### src/rtl/spi_arb_pkg.sv
`default_nettype none
// ============================================================================
// Module   : spi_arb_pkg
// Purpose  : Shared types, widths and sizing helpers for the SPI request arbiter
// Revision : 1.0 - initial release
// ============================================================================
package spi_arb_pkg;

    typedef enum logic [1:0] {
        IDLE  = 2'd0,
        ARM   = 2'd1,
        BUSY  = 2'd2,
        ABORT = 2'd3
    } arb_state_e;

    localparam int SPI_W = 32;
    localparam int SEL_W = 2;

    // Watchdog counts 0..cycles-1, so $clog2(cycles) bits are always enough.
    function automatic int wdog_width(input int cycles);
        return (cycles > 2) ? $clog2(cycles) : 1;
    endfunction

    function automatic int ptr_width(input int n_req);
        return (n_req > 1) ? $clog2(n_req) : 1;
    endfunction

endpackage : spi_arb_pkg
`default_nettype wire

### src/rtl/spi_rr_picker.sv
`default_nettype none
// ============================================================================
// Module   : spi_rr_picker
// Purpose  : Combinational round-robin picker; first request after ptr wins
// Revision : 1.0 - initial release
// ============================================================================
module spi_rr_picker
    import spi_arb_pkg::*;
#(
    parameter int N_REQ = 2,
    localparam int PTR_W = ptr_width(N_REQ)
) (
    input  logic [N_REQ-1:0] req,
    input  logic [PTR_W-1:0] ptr,
    output logic             grant_valid,
    output logic [PTR_W-1:0] grant_idx
);

    logic [PTR_W-1:0] cand;

    // Walk offsets from farthest to nearest so the nearest asserted request
    // is the last to overwrite the result.
    always_comb begin
        grant_valid = 1'b0;
        grant_idx   = '0;
        cand        = '0;
        for (int off = N_REQ; off >= 1; off--) begin
            cand = PTR_W'((int'(ptr) + off) % N_REQ);
            if (req[cand]) begin
                grant_valid = 1'b1;
                grant_idx   = cand;
            end
        end
    end

endmodule : spi_rr_picker
`default_nettype wire

### src/rtl/spi_request_arbiter.sv
`default_nettype none
// ============================================================================
// Module   : spi_request_arbiter
// Purpose  : Round-robin sharing of one SPI shift engine between N_REQ users
// Revision : 1.0 - initial release
// ============================================================================
module spi_request_arbiter
    import spi_arb_pkg::*;
#(
    parameter int N_REQ          = 2,
    parameter int TIMEOUT_CYCLES = 4096
) (
    input  logic                   clk_i,
    input  logic                   reset_i,
    input  logic [N_REQ-1:0]       req_i,
    input  logic [SPI_W*N_REQ-1:0] req_dat_i,
    input  logic [SEL_W*N_REQ-1:0] req_sel_i,
    output logic [N_REQ-1:0]       ack_o,
    output logic [N_REQ-1:0]       err_o,
    output logic [SPI_W-1:0]       rsp_dat_o,
    output logic                   busy_o,
    output logic [SPI_W-1:0]       SPI_O,
    output logic [SEL_W-1:0]       SPI_SEL_O,
    output logic                   SPI_STAR_O,
    input  logic [SPI_W-1:0]       SPI_I,
    input  logic                   SPI_DONE_I
);

    localparam int              PTR_W    = ptr_width(N_REQ);
    localparam int              WD_W     = wdog_width(TIMEOUT_CYCLES);
    localparam logic [WD_W-1:0] WD_LIMIT = WD_W'(TIMEOUT_CYCLES - 1);
    localparam logic [PTR_W-1:0] PTR_RST = PTR_W'(N_REQ - 1);

    arb_state_e       state_q;
    logic [PTR_W-1:0] ptr_q;
    logic [PTR_W-1:0] gnt_q;
    logic [WD_W-1:0]  wd_q;
    logic [SPI_W-1:0] spi_dat_q;
    logic [SEL_W-1:0] spi_sel_q;
    logic             start_q;
    logic [SPI_W-1:0] rsp_q;
    logic [N_REQ-1:0] ack_q;
    logic [N_REQ-1:0] err_q;

    logic             pick_valid;
    logic [PTR_W-1:0] pick_idx;
    logic [SPI_W-1:0] req_dat_arr [N_REQ];
    logic [SEL_W-1:0] req_sel_arr [N_REQ];

    for (genvar k = 0; k < N_REQ; k++) begin : g_unpack
        assign req_dat_arr[k] = req_dat_i[k*SPI_W +: SPI_W];
        assign req_sel_arr[k] = req_sel_i[k*SEL_W +: SEL_W];
    end

    spi_rr_picker #(
        .N_REQ       (N_REQ)
    ) u_picker (
        .req         (req_i),
        .ptr         (ptr_q),
        .grant_valid (pick_valid),
        .grant_idx   (pick_idx)
    );

    always_ff @(posedge clk_i or posedge reset_i) begin
        if (reset_i) begin
            state_q   <= IDLE;
            ptr_q     <= PTR_RST;
            gnt_q     <= '0;
            wd_q      <= '0;
            spi_dat_q <= '0;
            spi_sel_q <= '0;
            start_q   <= 1'b0;
            rsp_q     <= '0;
            ack_q     <= '0;
            err_q     <= '0;
        end else begin
            ack_q <= '0;
            err_q <= '0;
            case (state_q)
                IDLE: begin
                    if (pick_valid) begin
                        gnt_q     <= pick_idx;
                        spi_dat_q <= req_dat_arr[pick_idx];
                        spi_sel_q <= req_sel_arr[pick_idx];
                        start_q   <= 1'b1;
                        wd_q      <= '0;
                        state_q   <= ARM;
                    end
                end
                ARM: begin
                    if (!SPI_DONE_I) begin
                        start_q <= 1'b0;
                        wd_q    <= '0;
                        state_q <= BUSY;
                    end else if (wd_q == WD_LIMIT) begin
                        start_q      <= 1'b0;
                        err_q[gnt_q] <= 1'b1;
                        ptr_q        <= gnt_q;
                        state_q      <= ABORT;
                    end else begin
                        wd_q <= wd_q + 1'b1;
                    end
                end
                BUSY: begin
                    // Completion wins over a watchdog expiry in the same cycle.
                    if (SPI_DONE_I) begin
                        rsp_q        <= SPI_I;
                        ack_q[gnt_q] <= 1'b1;
                        ptr_q        <= gnt_q;
                        state_q      <= IDLE;
                    end else if (wd_q == WD_LIMIT) begin
                        err_q[gnt_q] <= 1'b1;
                        ptr_q        <= gnt_q;
                        state_q      <= ABORT;
                    end else begin
                        wd_q <= wd_q + 1'b1;
                    end
                end
                ABORT: begin
                    start_q <= 1'b0;
                    state_q <= IDLE;
                end
                default: begin
                    start_q <= 1'b0;
                    state_q <= IDLE;
                end
            endcase
        end
    end

    assign ack_o      = ack_q;
    assign err_o      = err_q;
    assign rsp_dat_o  = rsp_q;
    assign busy_o     = (state_q != IDLE);
    assign SPI_O      = spi_dat_q;
    assign SPI_SEL_O  = spi_sel_q;
    assign SPI_STAR_O = start_q;

endmodule : spi_request_arbiter
`default_nettype wire

### config.mk
export PLATFORM = sky130hd
export DESIGN_NAME = spi_request_arbiter
export DESIGN_NICKNAME = d
export VERILOG_FILES = /design/src/rtl/spi_arb_pkg.sv /design/src/rtl/spi_rr_picker.sv /design/src/rtl/spi_request_arbiter.sv
export SDC_FILE = /design/constraint.sdc
export NUM_CORES = 1
export LEC_CHECK = 0
export BUFFER_PORTS_ARGS = -buffer_cell sky130_fd_sc_hd__buf_2
export CAP_MARGIN = 20
export CORE_MARGIN = 10
export CORE_UTILIZATION = 42
export CTS_BUF_LIST = sky130_fd_sc_hd__clkbuf_4 sky130_fd_sc_hd__clkbuf_8 sky130_fd_sc_hd__clkbuf_16
export CTS_CLUSTER_DIAMETER = 60
export CTS_CLUSTER_SIZE = 20
export DETAILED_ROUTE_END_ITERATION = 6
export HOLD_SLACK_MARGIN = 0.05
export MAX_ROUTING_LAYER = met4
export PLACE_DENSITY = 0.85
export SYNTH_ARGS = -nofsm -noshare
export SYNTH_HDL_FRONTEND = slang
export SYNTH_SLANG_ARGS = --single-unit
### constraint.sdc
create_clock -name clk_i -period 2.4 [get_ports clk_i]
set_clock_uncertainty 0.15 [all_clocks]
set_input_delay 0.12 -clock clk_i [delete_from_list [all_inputs] [get_ports clk_i]]
set_output_delay 0.12 -clock clk_i [all_outputs]
set_load 0.1 [all_outputs]
==> Word-level counts from Yosys, hierarchy flattened <==
Cells that the tools add are included.
{ "op_classes": {"n_addsub": 3, "magnitude_cmp": 5, "n_eq_ne": 8, "muxes": 40, "bitwise_logic": 1, "reduce_logical": 11} }
{ "ops": {"columns": ["operator", "n"], "rows": [
  ["$mux W32", 3],
  ["$mux W12", 4],
  ["$pmux W12 S3", 1],
  ["$mux W2", 12],
  ["$mux W1", 15],
  ["$add A12 B1 Y12 const B", 1],
  ["$eq A12 B12 Y1 const B", 1],
  ["$pmux W2 S4", 1],
  ["$lt A1 B2 Y1 const B", 3],
  ["$ne A2 B2 Y1 const B", 3],
  ["$reduce_and A2 Y1", 3],
  ["$reduce_and A3 Y1", 2],
  ["$reduce_bool A3 Y1", 2],
  ["$eq A2 B2 Y1 const B", 2],
  ["$pmux W2 S2", 1],
  ["$reduce_bool A2 Y1", 2],
  ["$ne A3 B3 Y1 const B", 1],
  ["$pmux W1 S3", 1],
  ["$add A1 B1 Y1 const B", 2],
  ["$eq A2 B1 Y1 const B", 1],
  ["$ge A2 B2 Y1 const B", 1],
  ["$logic_not A2 Y1", 1],
  ["$not A1 Y2", 1],
  ["$pmux W1 S2", 1],
  ["other kinds (3)", 3]
]} }
{ "word_totals": {"ff_bits": 87, "inputBits": 105, "output_inout_bits": 72, "elab_cells": 78} }

==> Depth between registers and ports, before layout <==
{ "logic_depth": {"word_depth": 9, "depth_mapped": 8, "depth_no_buf": 6} }

==> Hierarchy <==
Synthesis repeated with hierarchy kept, for this count alone.
{ "hier_totals": {"cells_unflattened": 346, "hier_area_um2": 3978.8} }
{ "modules_own_cells": {"columns": ["mod", "n_inst", "cells_each", "area_each_um2", "seq_area_each_um2"], "rows": [
  ["spi_request_arbiter", 1, 344, 3965.1, 2178.3],
  ["spi_rr_picker", 1, 2, 13.8, 0.0]
]} }

==> Worst setup path before layout <==
Ideal clock, no wire load.
{ "synth_path": {"path_type": "reg-to-reg", "start": "register state_q[0]", "end": "register wd_q[10]", "setup_time_ps": 121, "t_arrival_ps": 1720, "required_ps": 2129, "slack_ps": 409, "path_stages_with_launch": 9, "n_path_buf": 2, "synth_period_minus_slack_ps": 1991, "path_cell_list": "dfrtp_1 -> inv_1 -> ha_1 -> or3b_1 -> buf_2 -> and2_4 -> buf_4 -> a41oi_1 -> nor2_1"} }
{ "synth_between": {"elab_chain_cells": 3, "elab_cells_between_ends": 8, "cone_classes": "4 x eq/ne; 1 x mux; 3 x reduce/logical"} }
{ "synth_rtl": {"columns": ["item", "line", "source"], "rows": [
  ["start: declaration", "spi_request_arbiter.sv:34", "arb_state_e state_q;"],
  ["start signal: assignment", "spi_request_arbiter.sv:66", "state_q <= IDLE;"],
  ["start signal: assignment", "spi_request_arbiter.sv:87", "state_q <= ARM;"],
  ["start signal: assignment", "spi_request_arbiter.sv:94", "state_q <= BUSY;"],
  ["$eq A2 B2 Y1, or another cell as far along", "spi_request_arbiter.sv:79", "case (state_q)"],
  ["$ne A2 B2 Y1 (no source line) / $reduce_bool A3 Y1 (equally long branches)", null, null],
  ["$reduce_and A3 Y1 (no source line)", null, null],
  ["end signal: assignment", "spi_request_arbiter.sv:101", "wd_q <= wd_q + 1'b1;"],
  ["end signal: assignment", "spi_request_arbiter.sv:116", "wd_q <= wd_q + 1'b1;"],
  ["end: declaration", "spi_request_arbiter.sv:37", "logic [WD_W-1:0] wd_q;"]
]} }
Parallel ways exist; a longest one is shown, timed or not.
A chain may end at the register's enable or synchronous reset.

==> Final worst setup path <==
{ "layout_path": {"start": "register ptr_q", "end": "register spi_dat_q[12] (netlist: SPI_O[12])"} }
{ "layout_between": {"elab_chain_cells": 9, "elab_cells_between_ends": 15, "cone_classes": "2 x add/sub; 11 x mux; 1 x bitwise; 1 x reduce/logical"} }
{ "layout_rtl": {"columns": ["item", "line", "source"], "rows": [
  ["start: declaration", "spi_request_arbiter.sv:35", "logic [PTR_W-1:0] ptr_q;"],
  ["start signal: assignment", "spi_request_arbiter.sv:98", "ptr_q <= gnt_q;"],
  ["start signal: assignment", "spi_request_arbiter.sv:109", "ptr_q <= gnt_q;"],
  ["start signal: assignment", "spi_request_arbiter.sv:113", "ptr_q <= gnt_q;"],
  ["$add A1 B1 Y1", "spi_rr_picker.sv:28", "cand = PTR_W'((int'(ptr) + off) % N_REQ);"],
  ["$mux W1 (implied by the code) (2 in a row)", "spi_rr_picker.sv:29", "if (req[cand]) begin"],
  ["$mux W1 (2 in a row)", "spi_rr_picker.sv:29", null],
  ["$not A1 Y2 (implied by the code)", "spi_request_arbiter.sv:83", "spi_dat_q <= req_dat_arr[pick_idx];"],
  ["$mux W32 (implied by the code) (3 in a row)", "spi_request_arbiter.sv:83", null],
  ["end signal: assignment", "spi_request_arbiter.sv:83", null],
  ["end: declaration", "spi_request_arbiter.sv:38", "logic [SPI_W-1:0] spi_dat_q;"]
]} }
Parallel ways exist; a longest one is shown, timed or not. The select of a mux whose other input is x is not followed.

==> results.txt <==
CP peak stage delay -> 570 ps
Critical Path End Type -> flop
Fin crit share -> 102%
# nets final -> 725
Vias/cell -> 5.38
Setup TNS -> -39.1 ps
Die footprint -> 0.0136 mm²
Root buf cell -> clkbuf_8
Ys async rst share -> 100%
# clock sinks -> 87
Critical path's slowest cell -> dlygate4sd3_1
GRT Resource Usage Total -> 22.4%
Worst Hold Class -> input pin to flop
Synth Flop Type -> dfrtp_1
First-pass GRT wire length -> 22900 µm
Htree depth -> 3
Worst path arrival time -> 2500 ps
Setup bufs post-CTS -> 0
Synth Instances -> 337
Worst setup SP type -> flop
EDFF count, synth -> 0
Minimum clock period -> 2440 ps
# rows -> 35
Post-synthesis cell area -> 0.00391 mm²
Final HPWL DP -> 8690 µm
Setup CP Type -> flop to flop
WL/cell -> 20.7 µm
Area grow syn2layout -> 58.4%
CTS tree -> yes
1st-iter DRT viols -> 302
Mean Syn Cell Area -> 11.6 µm²
Critical-path cell list -> a21boi_4 > buf_12 > mux2i_1 > dlygate4sd3_1 > o21ai_0
Worst-margin pin slew -> 628 ps
Share of cells above drive strength 1 -> 39.1%
Ports -> 177
Post-synthesis sequential area ratio -> 55.7%
CP Data Required Time -> 2460 ps
Failing checks -> negative setup slack
Final hold violation count -> 0
Synth warn -> 0
Antenna violations before repair -> 1
CTS Buffer Depth -> 2
Die Height -> 117 µm
Cts bufs inserted -> 9
Number of global-route vias before repair -> 4486
Via count -> 3947
Netlist cell types -> 47
FF+latch count, synth -> 87
Slew Viols, Final -> 0
Routed WL -> 15200 µm
Largest net degree at the start of global routing -> 52
Die width -> 117 µm
Worst skew pair latency -> 360 ps
Synth Net Count -> 447
Status -> finished, violations left
Fillers -> 582
CTS clk-pin slew, worst paths -> 100 ps
First drt pass iteration count -> 5
Min Hold Slack -> 117 ps
Post-synth top area cell -> dfrtp_1
Top post-synthesis cells by area -> dfrtp_1 55%, mux2_2 9.2%, mux2i_1 9.0%
Most common cell in the netlist -> dfrtp_1
Yosys top cell area share -> 55.0%
Post-synth top cells -> 86 x dfrtp_1, 39 x nand2_1, 37 x o21ai_0
Setup ws final -> -39.1 ps
ANT nets after route -> 0
Finish-stage setup viols -> 1
Maxcap violations -> 0
Drt drc -> 0
Core ar. -> 0.00915 mm²
CP Max Fanout -> 28
GRT Residual Overflow -> 0
Placer Congestion -> 0.819
Starting Density -> 42.7%
# port buffers -> 176
Relative slew margins -> 58.2%
Highest Clock Rate -> 410 MHz
[layer usage]
metal / routed length (µm) / share of wire (%) / up-vias / GRT usage [%]
li1: - / - / 1758 / -
met1: 5420 / 36 / 1895 / 22.8
met2: 7890 / 52 / 237 / 38.0
met3: 1230 / 8.1 / 57 / 7.09
met4: 663 / 4.4 / 0 / 11.8
met5: 0 / 0 / - / -
[flip-flops by register name (all words and copies together), names as in the netlist]
signal      cells
rsp_dat_o      32
state_q         2
wd_q           12
SPI_O          32
ptr_q           1
SPI_STAR_O      1
err_o           2
ack_o           2
SPI_SEL_O       2
gnt_q           1
[cells by family after synthesis]
| kind of cell | count (synthesis) | synth area share, % |
|---|---|---|
| buffers and inverters | 29 | 3.13 |
| AO/OA/AOI/OAI | 73 | 11.6 |
| AND/OR/NAND/NOR | 75 | 9.47 |
| multiplexers | 68 | 18.5 |
| flip-flops | 87 | 55.7 |
| adder cells (fa/ha/maj) | 5 | 1.60 |
[metrics by stage]
stage	setup slack [ps]	cells	area [µm²]	utilization [%]
after floorplan	409	337	3920	-
after global placement	298	613	4950	54.1
after detailed placement	160	613	4950	54.1
after CTS	177	730	6190	67.6
after global routing	-31.1	731	6190	67.6
final	-39.1	733	6200	67.7
[cells in the final DEF (no fill, tap or decap), drive strengths merged, types with 5 or more instances in the layout]
cell	instances
nand4	5
nand2	39
mux2	33
dlygate4sd3	102
mux2i	35
a21oi	8
dfrtp	86
clkbuf	9
o21ai	38
buf	182
nor2	9
inv	13
ha	5
nand3	8
[worst max-delay path: cells and delay by family (launching register included)]
kind / cells / cell delay [ps]
AOI/OAI and AO/OA: 2 / 770
buffers and inverters: 2 / 860
DFF: 1 / 400
muxes: 1 / 120
[final timing paths]
kind / from / end / slack, ps / cells past startpoint
max in group asynchronous: reset_i / rsp_dat_o[24] / 620 / 5
worst max register to register: ptr_q / SPI_O[12] / -40 / 5
min in group asynchronous: reset_i / SPI_O[27] / 650 / 4
worst max-delay path: ptr_q / SPI_O[12] / -40 / 5
worst min register to register: SPI_O[6] / SPI_O[6] / 330 / 2
worst min-delay path: SPI_DONE_I / SPI_STAR_O / 120 / 4
[cell type report]
class                           count  area [µm²]  area share (%)
Antenna cell                        3        7.51           0.121
Clock buffer                        9         124            2.00
Clock inverter                      6        92.6            1.49
Inverter                           12        48.8           0.788
Multi-Input combinational cell    221        1630            26.4
Sequential cell                    87        2180            35.2
Tap cell                          111         139            2.24
Timing Repair Buffer              284        1970            31.8
[timing repair]
item	4_1_cts	5_1_grt
gates resized for setup	0	0
endpoints found under the setup margin	0	0
endpoints found under the hold margin	152	0
hold buffers	102	0
Power is left out: the tool's default activity adds up to more than one toggle a clock period on the data nets, which glitch-free logic cannot reach.
